--- config.mk ---
export PLATFORM = sky130hd
export DESIGN_NAME = nec_ir_tx
export DESIGN_NICKNAME = d
export VERILOG_FILES = /design/src/rtl/nec_ir_pkg.sv /design/src/rtl/nec_ir_carrier.sv /design/src/rtl/nec_ir_tx.sv
export SDC_FILE = /design/constraint.sdc
export NUM_CORES = 1
export LEC_CHECK = 0
export ABC_AREA = 1
export CORE_UTILIZATION = 35
export CTS_CLUSTER_SIZE = 20
export DETAILED_ROUTE_END_ITERATION = 16
export PLACE_DENSITY = 0.53
export SYNTH_ARGS = -nofsm -noshare
export SYNTH_HDL_FRONTEND = slang
export SYNTH_SLANG_ARGS = --single-unit
--- constraint.sdc ---
create_clock -name sys_clk -period 4.22 [get_ports sys_clk]
set_input_delay 0.633 -clock sys_clk [delete_from_list [all_inputs] [get_ports sys_clk]]
set_output_delay 0.633 -clock sys_clk [all_outputs]
set_load 0.02 [all_outputs]
--- src/rtl/nec_ir_pkg.sv ---
// Shared definitions for the NEC infrared transmitter: FSM states, per-state
// unit counts and frame geometry.
package nec_ir_pkg;

  typedef enum logic [2:0] {
    IDLE,
    LEAD_MARK,
    LEAD_SPACE,
    BIT_MARK,
    BIT_SPACE,
    STOP_MARK,
    GUARD
  } nec_state_e;

  localparam int LEAD_MARK_UNITS  = 16;
  localparam int LEAD_SPACE_UNITS = 8;
  localparam int REP_SPACE_UNITS  = 4;
  localparam int BIT_MARK_UNITS   = 1;
  localparam int ZERO_SPACE_UNITS = 1;
  localparam int ONE_SPACE_UNITS  = 3;
  localparam int STOP_MARK_UNITS  = 1;
  localparam int FRAME_BITS       = 32;

  function automatic logic is_mark(input nec_state_e s);
    return (s == LEAD_MARK) || (s == BIT_MARK) || (s == STOP_MARK);
  endfunction

endpackage

--- src/rtl/nec_ir_carrier.sv ---
// Carrier square wave: toggles every CAR_HALF cycles while enabled; a restart
// forces the phase high so every mark begins with the carrier on.
module nec_ir_carrier #(
  parameter int CAR_HALF = 658
) (
  input  logic sys_clk,
  input  logic sys_rst_n,
  input  logic en,
  input  logic restart,
  output logic carrier
);

  localparam int HW = (CAR_HALF > 1) ? $clog2(CAR_HALF) : 1;

  logic [HW-1:0] cnt_q, cnt_d;
  logic          car_q, car_d;

  always_comb begin
    cnt_d = cnt_q;
    car_d = car_q;
    if (restart) begin
      cnt_d = '0;
      car_d = 1'b1;
    end else if (!en) begin
      cnt_d = '0;
      car_d = 1'b0;
    end else if (cnt_q == HW'(CAR_HALF - 1)) begin
      cnt_d = '0;
      car_d = ~car_q;
    end else begin
      cnt_d = cnt_q + 1'b1;
    end
  end

  always_ff @(posedge sys_clk or negedge sys_rst_n) begin
    if (!sys_rst_n) begin
      cnt_q <= '0;
      car_q <= 1'b0;
    end else begin
      cnt_q <= cnt_d;
      car_q <= car_d;
    end
  end

  assign carrier = car_q;

endmodule

--- src/rtl/nec_ir_tx.sv ---
// NEC infrared frame / repeat-code transmitter with carrier-modulated LED drive
// and an enforced idle guard after every transmission.
module nec_ir_tx
  import nec_ir_pkg::*;
#(
  parameter int UNIT_CYC    = 28125,
  parameter int CAR_HALF    = 658,
  parameter int GUARD_UNITS = 72
) (
  input  logic       sys_clk,
  input  logic       sys_rst_n,
  input  logic       tx_start,
  input  logic       tx_repeat,
  input  logic [7:0] tx_addr,
  input  logic [7:0] tx_data,
  output logic       tx_busy,
  output logic       tx_done,
  output logic       ir_env,
  output logic       ir_out
);

  localparam int CW   = (UNIT_CYC > 1) ? $clog2(UNIT_CYC) : 1;
  localparam int MAXU = (GUARD_UNITS > LEAD_MARK_UNITS) ? GUARD_UNITS : LEAD_MARK_UNITS;
  localparam int UW   = $clog2(MAXU + 1);

  nec_state_e                  state_q, state_d;
  logic [CW-1:0]               cyc_q, cyc_d;
  logic [UW-1:0]               unit_q, unit_d;
  logic [4:0]                  bit_idx_q, bit_idx_d;
  logic [FRAME_BITS-1:0]       shift_q, shift_d;
  logic                        rep_q, rep_d;
  logic                        done_q, done_d;

  logic [UW-1:0] len;
  logic          unit_last;
  logic          state_last;
  logic          carrier;

  // Length in units of the state currently being played out.
  always_comb begin
    len = UW'(1);
    case (state_q)
      LEAD_MARK:  len = UW'(LEAD_MARK_UNITS);
      LEAD_SPACE: len = rep_q ? UW'(REP_SPACE_UNITS) : UW'(LEAD_SPACE_UNITS);
      BIT_MARK:   len = UW'(BIT_MARK_UNITS);
      BIT_SPACE:  len = shift_q[0] ? UW'(ONE_SPACE_UNITS) : UW'(ZERO_SPACE_UNITS);
      STOP_MARK:  len = UW'(STOP_MARK_UNITS);
      GUARD:      len = UW'(GUARD_UNITS);
      default:    len = UW'(1);
    endcase
  end

  assign unit_last  = (cyc_q == CW'(UNIT_CYC - 1));
  assign state_last = unit_last && (unit_q == len - 1'b1);

  always_comb begin
    state_d   = state_q;
    shift_d   = shift_q;
    bit_idx_d = bit_idx_q;
    rep_d     = rep_q;
    cyc_d     = cyc_q;
    unit_d    = unit_q;
    done_d    = 1'b0;

    // Every state change coincides with state_last, so this restarts timing on entry.
    if (state_q == IDLE || state_last) begin
      cyc_d  = '0;
      unit_d = '0;
    end else if (unit_last) begin
      cyc_d  = '0;
      unit_d = unit_q + 1'b1;
    end else begin
      cyc_d = cyc_q + 1'b1;
    end

    case (state_q)
      IDLE: begin
        bit_idx_d = '0;
        if (tx_start) begin
          shift_d = {~tx_data, tx_data, ~tx_addr, tx_addr};
          rep_d   = 1'b0;
          state_d = LEAD_MARK;
        end else if (tx_repeat) begin
          rep_d   = 1'b1;
          state_d = LEAD_MARK;
        end
      end
      LEAD_MARK: if (state_last) state_d = LEAD_SPACE;
      LEAD_SPACE: if (state_last) state_d = rep_q ? STOP_MARK : BIT_MARK;
      BIT_MARK: if (state_last) state_d = BIT_SPACE;
      BIT_SPACE: begin
        if (state_last) begin
          shift_d   = shift_q >> 1;
          bit_idx_d = bit_idx_q + 1'b1;
          state_d   = (bit_idx_q == 5'(FRAME_BITS - 1)) ? STOP_MARK : BIT_MARK;
        end
      end
      STOP_MARK: if (state_last) state_d = GUARD;
      GUARD: begin
        if (state_last) begin
          state_d = IDLE;
          done_d  = 1'b1;
        end
      end
      default: state_d = IDLE;
    endcase
  end

  always_ff @(posedge sys_clk or negedge sys_rst_n) begin
    if (!sys_rst_n) begin
      state_q   <= IDLE;
      cyc_q     <= '0;
      unit_q    <= '0;
      bit_idx_q <= '0;
      shift_q   <= '0;
      rep_q     <= 1'b0;
      done_q    <= 1'b0;
    end else begin
      state_q   <= state_d;
      cyc_q     <= cyc_d;
      unit_q    <= unit_d;
      bit_idx_q <= bit_idx_d;
      shift_q   <= shift_d;
      rep_q     <= rep_d;
      done_q    <= done_d;
    end
  end

  nec_ir_carrier #(
    .CAR_HALF (CAR_HALF)
  ) u_carrier (
    .sys_clk   (sys_clk),
    .sys_rst_n (sys_rst_n),
    .en        (state_q != IDLE),
    .restart   (is_mark(state_d) && !is_mark(state_q)),
    .carrier   (carrier)
  );

  assign tx_busy = (state_q != IDLE);
  assign tx_done = done_q;
  assign ir_env  = is_mark(state_q);
  assign ir_out  = ir_env & carrier;

endmodule

==> results.json <==
{
  "io_buffers": 23,
  "io_pins": 24,
  "start_util": 0.360,
  "die_h_um": 108,
  "finalSetupTns_ns": 0,
  "arrival_ns": 2.35,
  "clock_skew_ns": 0.0139,
  "rrSetupSlack_ns": 1.48,
  "worst_pin_slew_ns": 0.947,
  "ir_drop_v": 0.000202,
  "synthTopCellsByCount": "109 x nand2_1, 75 x dfrtp_1, 55 x inv_1",
  "avgSynthCellArea_um2": 8.11,
  "htreeDepth": 3,
  "cts_tree": "built",
  "gp_congestion": 0.794,
  "clk_pin_slew_ns": 0.08,
  "yosys_most_used_dff": "dfrtp_1",
  "met1_usage": 0.212,
  "worstPathCellList": "nor2_2, inv_1, nor2_1, inv_1, clkdlybuf4s50_1",
  "post-cts-setup-buffer-count": 0,
  "hp-class": "in2async",
  "postCtsHoldBufs": 0,
  "yosysWarningCount": 0,
  "post-route-drc-count": 0,
  "drv_cap": 0,
  "rr_startpoint": "state_q[0]",
  "rsz0062_at_grt": "no",
  "drtIter0Drc": 180,
  "drive_gt1_frac": 0.100,
  "wl_um": 8160,
  "netlist_instances": 484,
  "slowest_stage": "clkdlybuf4s50_1",
  "dieArea_um2": 11600,
  "grtUsageMet3": 0.0418,
  "nets": 532,
  "r2r_cells": 15,
  "dr_total_vias": 3168,
  "busiest_layer": "met2",
  "diodes": 0,
  "dp_hpwl_um": 5580,
  "worst_r2r_endpoint": "u_carrier.carrier",
  "ctsResizeCount": 0,
  "crit_start": "state_q[1]",
  "pwr-share-seq": 0.546,
  "cts_inserted_buffers": 9,
  "synth.most_common_cell": "nand2_1",
  "async_reset_ff_frac": 1.00,
  "seq_area_frac_synth": 0.478,
  "synthTopCellsByArea": "dfrtp_1 48%, nand2_1 10%, inv_1 5.3%, nand3_1 4.6%, o21ai_0 4.0%",
  "use_met2": 0.232,
  "antenna_found_initial": 0,
  "fmax_mhz": 335,
  "setup_viol": 0,
  "synth.distinct_cells": 40,
  "outcome": "completed",
  "viasPerCell": 4.87,
  "pwr-share-clk": 0.423,
  "combPwrFrac": 0.030,
  "ys_ff_latch": 75,
  "layout-area-overhead-vs-synth_pct": 13.7,
  "p_per_area_nw_per_um2": 294,
  "worst-setup-path-type": "reg2out",
  "num_rows": 38,
  "post-route-period-util": 0.706,
  "sw_frac_of_total": 0.231,
  "synth_fp_nets": 511,
  "grt_max_degree": 76,
  "clkLatencyLatePin_ns": 0.36,
  "die_w_um": 108,
  "synth_edf_count": 0,
  "slew_viol_final": 0,
  "cp-start-kind": "flop",
  "p_switching_mw": 0.303,
  "endpoint": "tx_busy",
  "core_um2": 10900,
  "min_period_ns": 2.98,
  "endpoint_kind": "output port",
  "hold_violations": 0,
  "design_power_total_mw": 1.31,
  "cts.sinks": 75,
  "grt_pass1_vias": 2922,
  "synthesis.area_um2": 3920,
  "synth_top_cell_by_area": "dfrtp_1",
  "cpPeakStageDelay_ns": 0.63,
  "cp_common_cell": "inv_1",
  "cts_buffer_depth": 2,
  "cp.required_ns": 3.59,
  "leakagePower_nw": 2.10,
  "detail_route.wl_per_cell_um": 12.5,
  "ant_nets": 0,
  "yosys.area.top_type_share": 0.478,
  "fillCellCount": 1093,
  "grt_overflow": 0,
  "cts-root-buf": "clkbuf_8",
  "drtPass1Iterations": 4,
  "track_usage": 0.154,
  "grt_pass1_wl_um": 14000,
  "crit_fanout": 16,
  "relSlewSlack": 0.369,
  "p_int_mw": 1.01
}
## placed cells by master (no fill, tap or decap), types with 9 or more instances in the layout
cell type,n
nand3_1,36
nor2_1,41
a21oi_1,12
nand2_1,109
dfrtp_1,75
o211ai_1,16
a21oi_2,9
o21ai_0,31
nand4_1,9
clkdlybuf4s50_1,22
nor3_1,13
inv_1,55
clkbuf_8,9
## critical path: cells and delay by family (launching register included)
family | cells | cell delay, ns
flops | 1 | 0.47
buf+inv | 3 | 1.06
simple gates | 2 | 0.46
## registers in the layout, indices dropped and copies added, names as in the netlist
register / count
bit_idx_q: 5
cyc_q: 15
rep_q: 1
shift_q: 32
state_q: 3
tx_done: 1
u_carrier.carrier: 1
u_carrier.cnt_q: 10
unit_q: 7
## final cells by class
| class | count | area (um^2) | share of cell area |
|---|---|---|---|
| clock buffers | 9 | 124 | 0.0278 |
| inverters | 61 | 231 | 0.0519 |
| well taps | 140 | 175 | 0.0393 |
| repair buffers | 27 | 258 | 0.0578 |
| multi-input cells | 331 | 1720 | 0.385 |
| flip-flops and latches | 75 | 1880 | 0.421 |
| clock inverters | 7 | 78.8 | 0.0177 |
## logic make-up after synthesis
kind of cell,count (synthesis),share of synthesized area
xor gates and xnor gates,8,0.0179
adders and majority gates,7,0.0223
and+or+nand+nor,231,0.265
DFF,75,0.478
buffers and inverters,78,0.0839
AOI/OAI and AO/OA,85,0.132
## metrics by stage
stage / cell area [um^2] / setup slack [ns] / utilization / std cells / hold slack, ns
2_1_floorplan: 3920 / 2.32 / - / 484 / 0.337
3_3_place_gp: 4260 / 1.52 / 0.391 / 634 / 0.476
3_5_place_dp: 4260 / 1.45 / 0.391 / 634 / 0.478
4_1_cts: 4460 / 1.17 / 0.410 / 650 / 0.450
5_1_grt: 4460 / 1.06 / 0.410 / 650 / 0.495
6_report: 4460 / 1.24 / 0.410 / 650 / 0.411
## power groups by stage
| stage | registers [mW] | clock network, mW | logic, mW |
|---|---|---|---|
| 2_1_floorplan | 0.732 | 0 | 0.00631 |
| 3_3_place_gp | 0.732 | 0 | 0.0417 |
| 3_5_place_dp | 0.732 | 0 | 0.0417 |
| 4_1_cts | 0.718 | 0.583 | 0.0419 |
| 5_1_grt | 0.718 | 0.609 | 0.0455 |
| 6_report | 0.718 | 0.556 | 0.0400 |
## worst min path at each step
| stage | startpoint | endpoint | cells after the start |
|---|---|---|---|
| floorplan | sys_rst_n | bit_idx_q[0] | 0 |
| global placement | cyc_q[0] | cyc_q[0] | 1 |
| detailed placement | cyc_q[0] | cyc_q[0] | 1 |
| CTS | sys_rst_n | bit_idx_q[1] | 1 |
| global route | sys_rst_n | u_carrier.cnt_q[3] | 1 |
| finish | sys_rst_n | u_carrier.cnt_q[2] | 1 |
## per-layer routing
layer | vias up | part of all wire
li1 | 1633 | -
met3 | 12 | 0.037
met5 | - | 0
met2 | 48 | 0.43
met1 | 1475 | 0.51
met4 | 0 | 0.015
Power figures use the tool's default switching activity.
